<file path="config.mk">
export PLATFORM = sky130hd
export DESIGN_NAME = l2_req_arbiter
export DESIGN_NICKNAME = d
export VERILOG_FILES = /design/src/rtl/l2_req_arbiter_pkg.sv /design/src/rtl/l2_req_arbiter_timeout_cnt.sv /design/src/rtl/l2_req_arbiter.sv
export SDC_FILE = /design/constraint.sdc
export NUM_CORES = 1
export LEC_CHECK = 0
export CAP_MARGIN = 20
export CORE_MARGIN = 5
export CORE_UTILIZATION = 41
export CTS_CLUSTER_SIZE = 10
export DETAILED_ROUTE_END_ITERATION = 12
export PLACE_DENSITY = 0.86
export SYNTH_ARGS = -nofsm -noshare
export SYNTH_HDL_FRONTEND = slang
export SYNTH_SLANG_ARGS = --single-unit
</file>
<file path="constraint.sdc">
create_clock -name clk -period 2.1 [get_ports clk]
set_input_delay 0.42 -clock clk [delete_from_list [all_inputs] [get_ports clk]]
set_output_delay 0.42 -clock clk [all_outputs]
set_load 0.1 [all_outputs]
</file>
<file path="src/rtl/l2_req_arbiter_pkg.sv">
// Shared encodings for the L2 request arbiter: FSM states, grant ids
// and L2 transfer directions.
package l2_req_arbiter_pkg;

    typedef enum logic [1:0] {
        ARB_IDLE    = 2'd0,
        ARB_BUSY_IC = 2'd1,
        ARB_BUSY_DC = 2'd2
    } arb_state_t;

    localparam logic GNT_IC = 1'b0;
    localparam logic GNT_DC = 1'b1;

    localparam logic L2_READ  = 1'b0;
    localparam logic L2_WRITE = 1'b1;

endpackage

</file>
<file path="src/rtl/l2_req_arbiter_timeout_cnt.sv">
// Clearable saturating cycle counter; hit is high while the count sits at LIMIT.
module arb_timeout_cnt #(
    parameter int LIMIT = 1023,
    parameter int W     = 10
) (
    input  logic clk,
    input  logic reset,
    input  logic clr,
    input  logic en,
    output logic hit
);

    logic [W-1:0] cnt;

    always_ff @(posedge clk or negedge reset) begin
        if (!reset) begin
            cnt <= '0;
        end else if (clr) begin
            cnt <= '0;
        end else if (en && (cnt != W'(LIMIT))) begin
            cnt <= cnt + 1'b1;
        end
    end

    assign hit = (cnt == W'(LIMIT));

endmodule

</file>
<file path="src/rtl/l2_req_arbiter.sv">
// Arbitrates the single L2 request port between the L1 icache and dcache
// controllers, with round-robin tie-break and a per-transaction timeout.
module l2_req_arbiter
    import l2_req_arbiter_pkg::*;
#(
    parameter int ADDR_W   = 28,
    parameter int TO_LIMIT = 1023,
    parameter int TO_W     = 10
) (
    input  logic              clk,
    input  logic              reset,
    input  logic              irq,
    input  logic [ADDR_W-1:0] ic_addr,
    input  logic              drq,
    input  logic [ADDR_W-1:0] dc_addr,
    input  logic              dc_rw,
    output logic              ic_grant,
    output logic              dc_grant,
    output logic              ic_done,
    output logic              dc_done,
    output logic              ic_err,
    output logic              dc_err,
    output logic              l2_req,
    output logic [ADDR_W-1:0] l2_addr,
    output logic              l2_rw,
    input  logic              l2_done,
    output logic [1:0]        dbg_state
);

    arb_state_t state;
    logic       last_grant;
    logic       to_hit;
    logic       pick_dc;
    logic       busy;

    // dcache wins when alone, or on a tie when icache had the previous grant.
    always_comb begin
        pick_dc = drq && (!irq || (last_grant == GNT_IC));
    end

    assign busy = (state != ARB_IDLE);

    arb_timeout_cnt #(
        .LIMIT (TO_LIMIT),
        .W     (TO_W)
    ) u_timeout_cnt (
        .clk   (clk),
        .reset (reset),
        .clr   (!busy),
        .en    (1'b1),
        .hit   (to_hit)
    );

    always_ff @(posedge clk or negedge reset) begin
        if (!reset) begin
            state      <= ARB_IDLE;
            last_grant <= GNT_IC;
            l2_addr    <= '0;
            l2_rw      <= L2_READ;
        end else begin
            case (state)
                ARB_IDLE: begin
                    if (pick_dc) begin
                        state      <= ARB_BUSY_DC;
                        last_grant <= GNT_DC;
                        l2_addr    <= dc_addr;
                        l2_rw      <= dc_rw;
                    end else if (irq) begin
                        state      <= ARB_BUSY_IC;
                        last_grant <= GNT_IC;
                        l2_addr    <= ic_addr;
                        l2_rw      <= L2_READ;
                    end
                end
                ARB_BUSY_IC, ARB_BUSY_DC: begin
                    if (l2_done || to_hit) begin
                        state <= ARB_IDLE;
                    end
                end
                default: state <= ARB_IDLE;
            endcase
        end
    end

    assign ic_grant  = (state == ARB_BUSY_IC);
    assign dc_grant  = (state == ARB_BUSY_DC);
    assign l2_req    = ic_grant | dc_grant;

    // Completion beats timeout when both land in the same cycle.
    assign ic_done   = ic_grant & l2_done;
    assign dc_done   = dc_grant & l2_done;
    assign ic_err    = ic_grant & to_hit & ~l2_done;
    assign dc_err    = dc_grant & to_hit & ~l2_done;

    assign dbg_state = state;

endmodule

</file>
==> impl_metrics.yaml, run 1 <==
grt:
  grt_pass1_wl_mm: 9.225
  grt_overflow: 0
  antenna_found_initial: 0
  grt_pass1_vias: 1940
  grt_max_degree: 29
  grt_use_total_pct: 18.36
clock_network:
  cts_tree: "done"
  cts_made_buffers: 5
  cts-root-buf: "clkbuf_8"
  cts_buffer_depth: 2
  cts.clk_slew.worst_paths_ps: 80
  h-tree-depth: 2
  insertion_delay_ps: 290
  cts.sinks: 42
timing:
  fin_crit_sh_pct: 99.02
  slew_viol_final: 0
  finalWorstPathRequiredPeriod_ps: 2079
  setup_viol: 0
  skew_ps: 9.952
  hold_viol: 0
  fmax_ghz: 0.4809
  rsz0062_at_grt: "yes"
  relSlewSlack_pct: 67.98
  tightest_slew_ps: 480.2
finish:
  drive_above_1_share_pct: 25.55
  area_delta_synth_final_pct: 61.76
  nFillCells: 386
  stdcell_area_sq_um: 3435
  n_antenna_cell: 0
  final_nets: 382
yosys:
  synth_common_cells: "42 x dfrtp_1, 35 x nand2_1, 31 x mux2i_1"
  yosysSeqAreaShare_pct: 49.50
  synth-edff-count: 0
  syn_avg_cell_area_sq_um: 10.26
  synthTopCellsByArea: "dfrtp_1 49%, mux2i_1 15%, o21ai_0 6.4%, nand2_1 6.2%, ha_1 2.4%"
  yosysWarnings: 0
  synth_top_area_cell: "dfrtp_1"
  synth_cell_types: 34
  synth.most_common_cell: "dfrtp_1"
  yosys.area.top_type_share_pct: 49.50
  syn-instance-count: 207
  ys_ff_latch: 42
  ys.flop_type: "dfrtp_1"
  syn_area_sq_um: 2123
  synthArstFlopShare_pct: 100.0
  synth_fp_nets: 273
floorplan:
  start_util_pct: 41.84
  ioPinCount: 100
  rows: 26
  coreArea_sq_um: 5075
  fp.dieH_um: 81.97
  fp.dieW_um: 81.97
  die_area_sq_um: 6718
place:
  port_buffers: 99
  hpwl_mm: 4.864
  place_area_sq_um: 3289
  place_congestion: 0.7357
drt:
  vias_per_cell: 5.036
  drt_first_pass_iters: 4
  via_count: 1949
  drt_wl_total_mm: 6.357
  drc: 0
  drt.antenna.violating_nets: 0
  wl_per_cell_um: 16.43
  drt_iter0_markers: 38
run:
  cap_violations: 0
setup_path:
  arrival_ps: 1660
  crit_type: "register to output port"
  end_kind: "output port"
  crit_required_ps: 1680
  crit_fanout: 3
  start_kind: "register"
hold_path:
  hold_class: "input port to asynchronous set/reset pin"
run_status:
  status: "finished clean"
## kinds of logic after synthesis
kind of cell    Yosys count  share of synthesized area, %
xor+xnor                  3                         1.238
compound gates           48                         13.08
simple gates             60                         13.61
fa+ha+maj                 4                         2.357
mux                      31                         14.61
flops                    42                         49.50
buf+inv                  19                         5.598
## cell usage in the layout, fill, tap and decap left out, types with 2 or more instances in the layout
| cell type | netlist | routed |
|---|---|---|
| a21oi_1 | 3 | 3 |
| o21ai_1 | 4 | 4 |
| nand3_1 | 2 | 2 |
| and2_2 | 0 | 2 |
| a31oi_1 | 4 | 4 |
| ha_4 | 0 | 2 |
| buf_12 | 0 | 11 |
| a211oi_1 | 2 | 2 |
| and3_1 | 2 | 2 |
| mux2i_1 | 31 | 31 |
| o2bb2ai_1 | 2 | 2 |
| dfrtp_1 | 42 | 39 |
| nand2_1 | 35 | 35 |
| nor3b_4 | 0 | 2 |
| o21bai_1 | 2 | 2 |
| nor3_1 | 2 | 2 |
| clkdlybuf4s50_1 | 0 | 60 |
| xnor2_1 | 3 | 3 |
| nor2_1 | 7 | 7 |
| buf_4 | 1 | 43 |
| dfrtp_4 | 0 | 2 |
| and4_4 | 1 | 2 |
| and3_2 | 2 | 2 |
| clkbuf_8 | 0 | 5 |
| o21ai_0 | 27 | 26 |
| nand4_1 | 2 | 2 |
| inv_1 | 6 | 4 |
## registers in the layout, summed over array words and instances, names as in the netlist
| register | count |
|---|---|
| l2_addr | 28 |
| u_timeout_cnt.cnt | 10 |
| dbg_state | 2 |
| l2_rw | 1 |
| last_grant | 1 |
## critical path, cell delays in order (launching register included)
cell and delay, ps:
dfrtp_1 380, ha_2 190, and4_4 230, nand3_4 110, nor3b_4 260, buf_12 200
## layer usage
metal	part of all wire [%]	track usage, %	routed length, um
met1	35	18.10	2204
met2	55	34.81	3508
met3	7.3	5.811	466
met4	2.8	7.807	178
met5	0	0	0
## area by class of cell
class / count / area (sq um) / area share [%]
inverters: 6 / 25.02 / 0.7286
clock buffers: 6 / 72.57 / 2.113
clock inverters: 2 / 13.76 / 0.4007
flip-flops and latches: 42 / 1060 / 30.86
well taps: 70 / 87.58 / 2.550
repair buffers: 115 / 1149 / 33.44
multi-input cells: 146 / 1027 / 29.91
## through the flow
stage                     util [%]  TNS (ps)  hold slack (ps)  setup slack, ps  instances
after floorplan                  -    -609.7            124.4           -301.9        207
after global placement       64.82         0            400.7            251.1        372
after detailed placement     64.82         0            396.7            164.6        372
after CTS                    66.96         0            80.02            14.42        383
after global routing         67.68    -52.48            109.1           -35.36        387
final                        67.68         0            75.22            20.68        387
## what timing repair did
action | in CTS | in global routing
setup endpoints to repair | 2 | 2
buffers inserted | 3 | 4
resized for setup | 0 | 4
hold buffers | 0 | 0
pin swaps | 1 | 1
## worst paths after layout
path | depth (start not counted) | start | slack [ps] | end
worst min-delay path | 1 | reset | 80 | dbg_state[1]$_DFFE_PN0P_
worst max register to register | 6 | u_timeout_cnt.cnt[1]$_DFFE_PN0P_ | 460 | dbg_state[1]$_DFFE_PN0P_
max in group asynchronous | 2 | reset | 1340 | l2_addr[21]$_DFFE_PN0P_
worst max-delay path | 5 | u_timeout_cnt.cnt[1]$_DFFE_PN0P_ | 20 | ic_err
min in group clk | 2 | l2_addr[22]$_DFFE_PN0P_ | 480 | l2_addr[22]$_DFFE_PN0P_
worst min register to register | 2 | l2_addr[22]$_DFFE_PN0P_ | 480 | l2_addr[22]$_DFFE_PN0P_
Power of run 1 is left out: the tool's default activity adds up to more than one toggle a clock period on the data nets, which glitch-free logic cannot reach.
==> inputs of run 2 (changes only) <==
--- a/config.mk
+++ b/config.mk
@@ -7,10 +7,12 @@
 export LEC_CHECK = 0
 export CAP_MARGIN = 20
 export CORE_MARGIN = 5
-export CORE_UTILIZATION = 41
+export CORE_UTILIZATION = 45
 export CTS_CLUSTER_SIZE = 10
 export DETAILED_ROUTE_END_ITERATION = 12
-export PLACE_DENSITY = 0.86
+export DONT_BUFFER_PORTS = 1
+export PLACE_DENSITY = 0.66
+export REMOVE_ABC_BUFFERS = 1
 export SYNTH_ARGS = -nofsm -noshare
 export SYNTH_HDL_FRONTEND = slang
 export SYNTH_SLANG_ARGS = --single-unit
==> run 2 against run 1 <==
  * Fmax is 0.83% higher
  * Design area is 23% lower
  * Utilization decreased by 11 points
  * Clock skew down 8.7 ps
  * Non-clock buffer count is 69 lower
  * Wire length shrank 31%
  * Global-route usage down 2.9 points
  * Critical path type unchanged
  * Largest cell class is now registers
==> impl_metrics.yaml, run 2 (synthesis results as in run 1) <==
setup_path:
  max_stage_delay_ps: 380
  worstPathCellList: "ha_2 -> and4_4 -> nand3_4 -> nor3b_4 -> clkbuf_16"
  rr_startpoint: "u_timeout_cnt.cnt[1]$_DFFE_PN0P_"
  r2r_end: "dbg_state[1]$_DFFE_PN0P_"
  crit_required_ps: 1680
  worstSetupEndpoint: "ic_err"
  r2r_slack_ps: 490
  arrival_ps: 1640
  start_kind: "register"
  cp_slowest_cell: "dfrtp_1"
  crit_fanout: 4
  cp-startpoint: "u_timeout_cnt.cnt[1]$_DFFE_PN0P_"
  crit_type: "register to output port"
  ff2ff_path_depth: 6
  end_kind: "output port"
place:
  port_buffers: 0
  place_area_sq_um: 2504
  place_congestion: 0.7316
  hpwl_mm: 3.277
timing:
  setup_viol: 0
  fmax_ghz: 0.4849
  relSlewSlack_pct: 69.70
  skew_ps: 1.278
  tightest_slew_ps: 454.4
  finalWorstPathRequiredPeriod_ps: 2062
  slew_viol_final: 0
  fin_crit_sh_pct: 98.20
  hold_viol: 0
  rsz0062_at_grt: "yes"
clock_network:
  insertion_delay_ps: 280
  cts.sinks: 42
  cts_buffer_depth: 2
  cts.clk_slew.worst_paths_ps: 70
  cts-root-buf: "clkbuf_8"
  h-tree-depth: 2
  cts_tree: "done"
  cts_made_buffers: 5
run:
  cap_violations: 0
grt:
  grt_max_degree: 58
  grt_pass1_wl_mm: 7.700
  antenna_found_initial: 0
  grt_use_total_pct: 15.49
  grt_pass1_vias: 1677
  grt_overflow: 0
finish:
  final_common_cell: "dfrtp_1"
  final_util_pct: 57.10
  largest_reg_flops: 28
  final_nets: 313
  top_register: "l2_addr"
  area_delta_synth_final_pct: 25.34
  final_cell_mix: "42 x dfrtp_1, 38 x buf_4, 35 x nand2_1"
  n_antenna_cell: 0
  drive_above_1_share_pct: 24.29
  stdcell_area_sq_um: 2661
floorplan:
  rows: 25
  ioPinCount: 100
  fp.dieH_um: 78.69
  fp.dieW_um: 78.69
  start_util_pct: 45.56
  coreArea_sq_um: 4661
  die_area_sq_um: 6192
drt:
  drt_iter0_markers: 65
  drt.antenna.violating_nets: 0
  vias_per_cell: 5.219
  drc: 0
  drt_first_pass_iters: 4
  via_count: 1571
  wl_per_cell_um: 14.61
  drt_wl_total_mm: 4.397
run_status:
  status: "finished clean"
hold_path:
  hold_class: "input port to register"
run 2: cell count changes in the layout (fill, tap and decap cells not counted), moves of 3 or more:
cell | previous run | this run
buf_12 | 11 | 5
dfrtp_1 | 39 | 42
buf_4 | 43 | 38
clkdlybuf4s50_1 | 60 | 0
run 2: how the worst min path moves through the flow:
stage | from | end | slack [ps] | depth (start not counted)
floorplan | reset | dbg_state[0]$_DFFE_PN0P_ | 120 | 0
global placement | reset | dbg_state[0]$_DFFE_PN0P_ | 130 | 0
detailed placement | reset | u_timeout_cnt.cnt[8]$_DFFE_PN0P_ | 130 | 0
CTS | irq | last_grant$_DFFE_PN0P_ | 230 | 1
global route | irq | last_grant$_DFFE_PN0P_ | 230 | 1
finish | irq | last_grant$_DFFE_PN0P_ | 250 | 1
run 2: area by class of cell:
| class | instances | area (sq um) |
|---|---|---|
| flip-flops and latches | 42 | 1051 |
| inverters | 6 | 22.52 |
| multi-input cells | 146 | 998.5 |
| clock buffers | 7 | 76.32 |
| fillers | 407 | 1999 |
| repair buffers | 46 | 445.4 |
| well taps | 54 | 67.56 |
run 2: timing repair:
item | CTS | global route
buffers inserted | 2 | 0
hold buffers | 2 | 0
hold endpoints to repair | 42 | 0
endpoints found under the setup margin | 2 | 2
resized for setup | 3 | 1
pin swaps | 1 | 0
run 2: critical path, delay by kind of cell, from the launching register on:
family                   cells  cell delay (ps)
adder cells (fa/ha/maj)      1              190
buffers and inverters        1              230
flip-flops                   1              380
AND/OR/NAND/NOR              3              560
run 2: through the flow:
stage	instances	setup TNS (ps)	hold WS, ps	worst slack, ps
CTS	300	0	232.2	21.71
global route	301	-112.8	229.2	-56.46
floorplan	194	-51450	124.4	-2530
detailed placement	289	0	125.7	227.6
finish	301	0	246.1	37.84
global placement	289	0	125.7	270.2
run 2: per-layer routing:
layer / vias to the layer above / track usage (%) / routed length (um)
met4: 0 / 5.245 / 43
met2: 71 / 25.98 / 2123
li1: 800 / - / -
met5: - / 0 / 0
met1: 696 / 18.42 / 1808
met3: 4 / 5.556 / 421
Power of run 2 is left out for the same reason.
==> inputs of run 3 (changes only) <==
--- a/config.mk
+++ b/config.mk
@@ -8,10 +8,11 @@
 export CAP_MARGIN = 20
 export CORE_MARGIN = 5
 export CORE_UTILIZATION = 45
+export CTS_CLUSTER_DIAMETER = 100
 export CTS_CLUSTER_SIZE = 10
 export DETAILED_ROUTE_END_ITERATION = 12
 export DONT_BUFFER_PORTS = 1
-export PLACE_DENSITY = 0.66
+export PLACE_DENSITY = 0.71
 export REMOVE_ABC_BUFFERS = 1
 export SYNTH_ARGS = -nofsm -noshare
 export SYNTH_HDL_FRONTEND = slang
==> run 3 against run 2 <==
  * Clock skew increased by 9.4 ps
  * Utilization rose by 0.27 points
  * Wire length up 9.6%
  * Non-clock buffer count grew 1
  * Critical path type unchanged
==> impl_metrics.yaml, run 3 (synthesis results as in run 1) <==
run_status:
  status: "finished clean"
drt:
  highest_layer: "met4"
  drt.antenna.violating_nets: 0
  wl_met2_mm: 2.414
  via_count: 1632
  drt_first_pass_iters: 4
  wl_met1_mm: 1.930
  drc: 0
  drt_iter0_markers: 86
  vias_per_cell: 5.422
  drt_wl_total_mm: 4.820
  wl_per_cell_um: 16.01
  wl_met3_um: 404
grt:
  grt_use_total_pct: 16.05
  grt_overflow: 0
  grt_pass1_wl_mm: 7.762
  grt_pass1_vias: 1626
  antenna_found_initial: 0
  grt_max_degree: 58
setup_path:
  worstPathCellList: "ha_1 -> and4_4 -> nand3_4 -> nor3b_4 -> clkbuf_16"
  r2r_end: "dbg_state[0]$_DFFE_PN0P_"
  crit_required_ps: 1680
  crit_fanout: 3
  rr_startpoint: "u_timeout_cnt.cnt[1]$_DFFE_PN0P_"
  r2r_slack_ps: 510
  ff2ff_path_depth: 6
  arrival_ps: 1660
  max_stage_delay_ps: 360
  end_kind: "output port"
  start_kind: "register"
  cp_slowest_cell: "dfrtp_1"
  crit_type: "register to output port"
timing:
  rsz0062_at_grt: "yes"
  fmax_ghz: 0.4816
  slew_viol_final: 0
  setup_viol: 0
  fin_crit_sh_pct: 98.87
  tightest_slew_ps: 456.4
  hold_viol: 0
  finalWorstPathRequiredPeriod_ps: 2076
  skew_ps: 10.67
  relSlewSlack_pct: 69.57
place:
  hpwl_mm: 3.465
  place_congestion: 0.8695
  port_buffers: 0
clock_network:
  cts_made_buffers: 5
  insertion_delay_ps: 290
  cts_buffer_depth: 2
  cts.sinks: 42
  cts_tree: "done"
  cts-root-buf: "clkbuf_8"
  cts.clk_slew.worst_paths_ps: 80
  h-tree-depth: 2
hold_path:
  whs_path_depth: 1
  worstHoldStart: "irq"
  min_to: "last_grant$_DFFE_PN0P_"
  hold_class: "input port to register"
floorplan:
  die_area_sq_um: 6192
  fp.dieW_um: 78.69
  start_util_pct: 45.56
  rows: 25
  fp.dieH_um: 78.69
  ioPinCount: 100
  coreArea_sq_um: 4661
run:
  cap_violations: 0
finish:
  final_cell_mix: "41 x dfrtp_1, 39 x buf_4, 35 x nand2_1"
  final_common_cell: "dfrtp_1"
  largest_reg_flops: 28
  area_delta_synth_final_pct: 25.93
  top_register: "l2_addr"
  drive_above_1_share_pct: 25.10
  n_antenna_cell: 0
  final_nets: 314
  final_util_pct: 57.37
[run 3: cell count changes in the layout (fill, tap and decap cells not counted)]
cell      change
ha_1          +1
dfrtp_2       +1
clkbuf_1      -2
dfrtp_1       -1
clkbuf_8      +1
buf_4         +1
ha_2          -1
[run 3: layout make-up]
class                      count  area [sq um]
clock buffer                   6         82.58
timing repair buffer          47         452.9
tap                           54         67.56
inverter                       6         22.52
multi-input combinational    146         996.0
fill                         399          1987
sequential                    42          1052
[run 3: through the flow]
stage          hold slack (ps)  cells  setup slack, ps  cell area [sq um]  TNS [ps]
6_report                 233.2    301            23.73               2674         0
5_1_grt                  221.8    301           -31.26               2674    -31.26
3_3_place_gp             125.7    289            268.0               2504         0
4_1_cts                  222.6    300            24.33               2653         0
2_1_floorplan            124.4    194            -2530               2027    -51450
3_5_place_dp             125.6    289            213.0               2504         0
[run 3: how the worst max path moves through the flow]
stage / to / cells after the start / from
6_report: ic_err / 5 / u_timeout_cnt.cnt[1]$_DFFE_PN0P_
2_1_floorplan: dc_err / 2 / dbg_state[1]$_DFFE_PN0P_
5_1_grt: ic_err / 5 / u_timeout_cnt.cnt[1]$_DFFE_PN0P_
3_3_place_gp: ic_err / 5 / u_timeout_cnt.cnt[0]$_DFFE_PN0P_
4_1_cts: ic_err / 5 / u_timeout_cnt.cnt[1]$_DFFE_PN0P_
3_5_place_dp: ic_err / 5 / u_timeout_cnt.cnt[1]$_DFFE_PN0P_
[run 3: what timing repair did]
item | 4_1_cts | 5_1_grt
pin swaps | 1 | 0
endpoints found under the setup margin | 2 | 2
gates resized for setup | 3 | 1
cloned | 0 | 0
setup buffers | 3 | 0
endpoints found under the hold margin | 42 | 0
hold buffers | 2 | 0
[run 3: layer usage]
| metal | GRT usage, % | up-vias |
|---|---|---|
| li1 | - | 801 |
| met1 | 18.75 | 744 |
| met3 | 4.875 | 6 |
| met2 | 27.50 | 81 |
| met5 | 0 | - |
| met4 | 6.294 | 0 |
[run 3: worst max-delay path: cells and delay by family (launching register included)]
| kind | cells | cell delay [ps] |
|---|---|---|
| flip-flops | 1 | 360 |
| AND/OR/NAND/NOR | 3 | 600 |
| buffers and inverters | 1 | 240 |
| adder cells (fa/ha/maj) | 1 | 170 |
Power of run 3 is left out for the same reason.
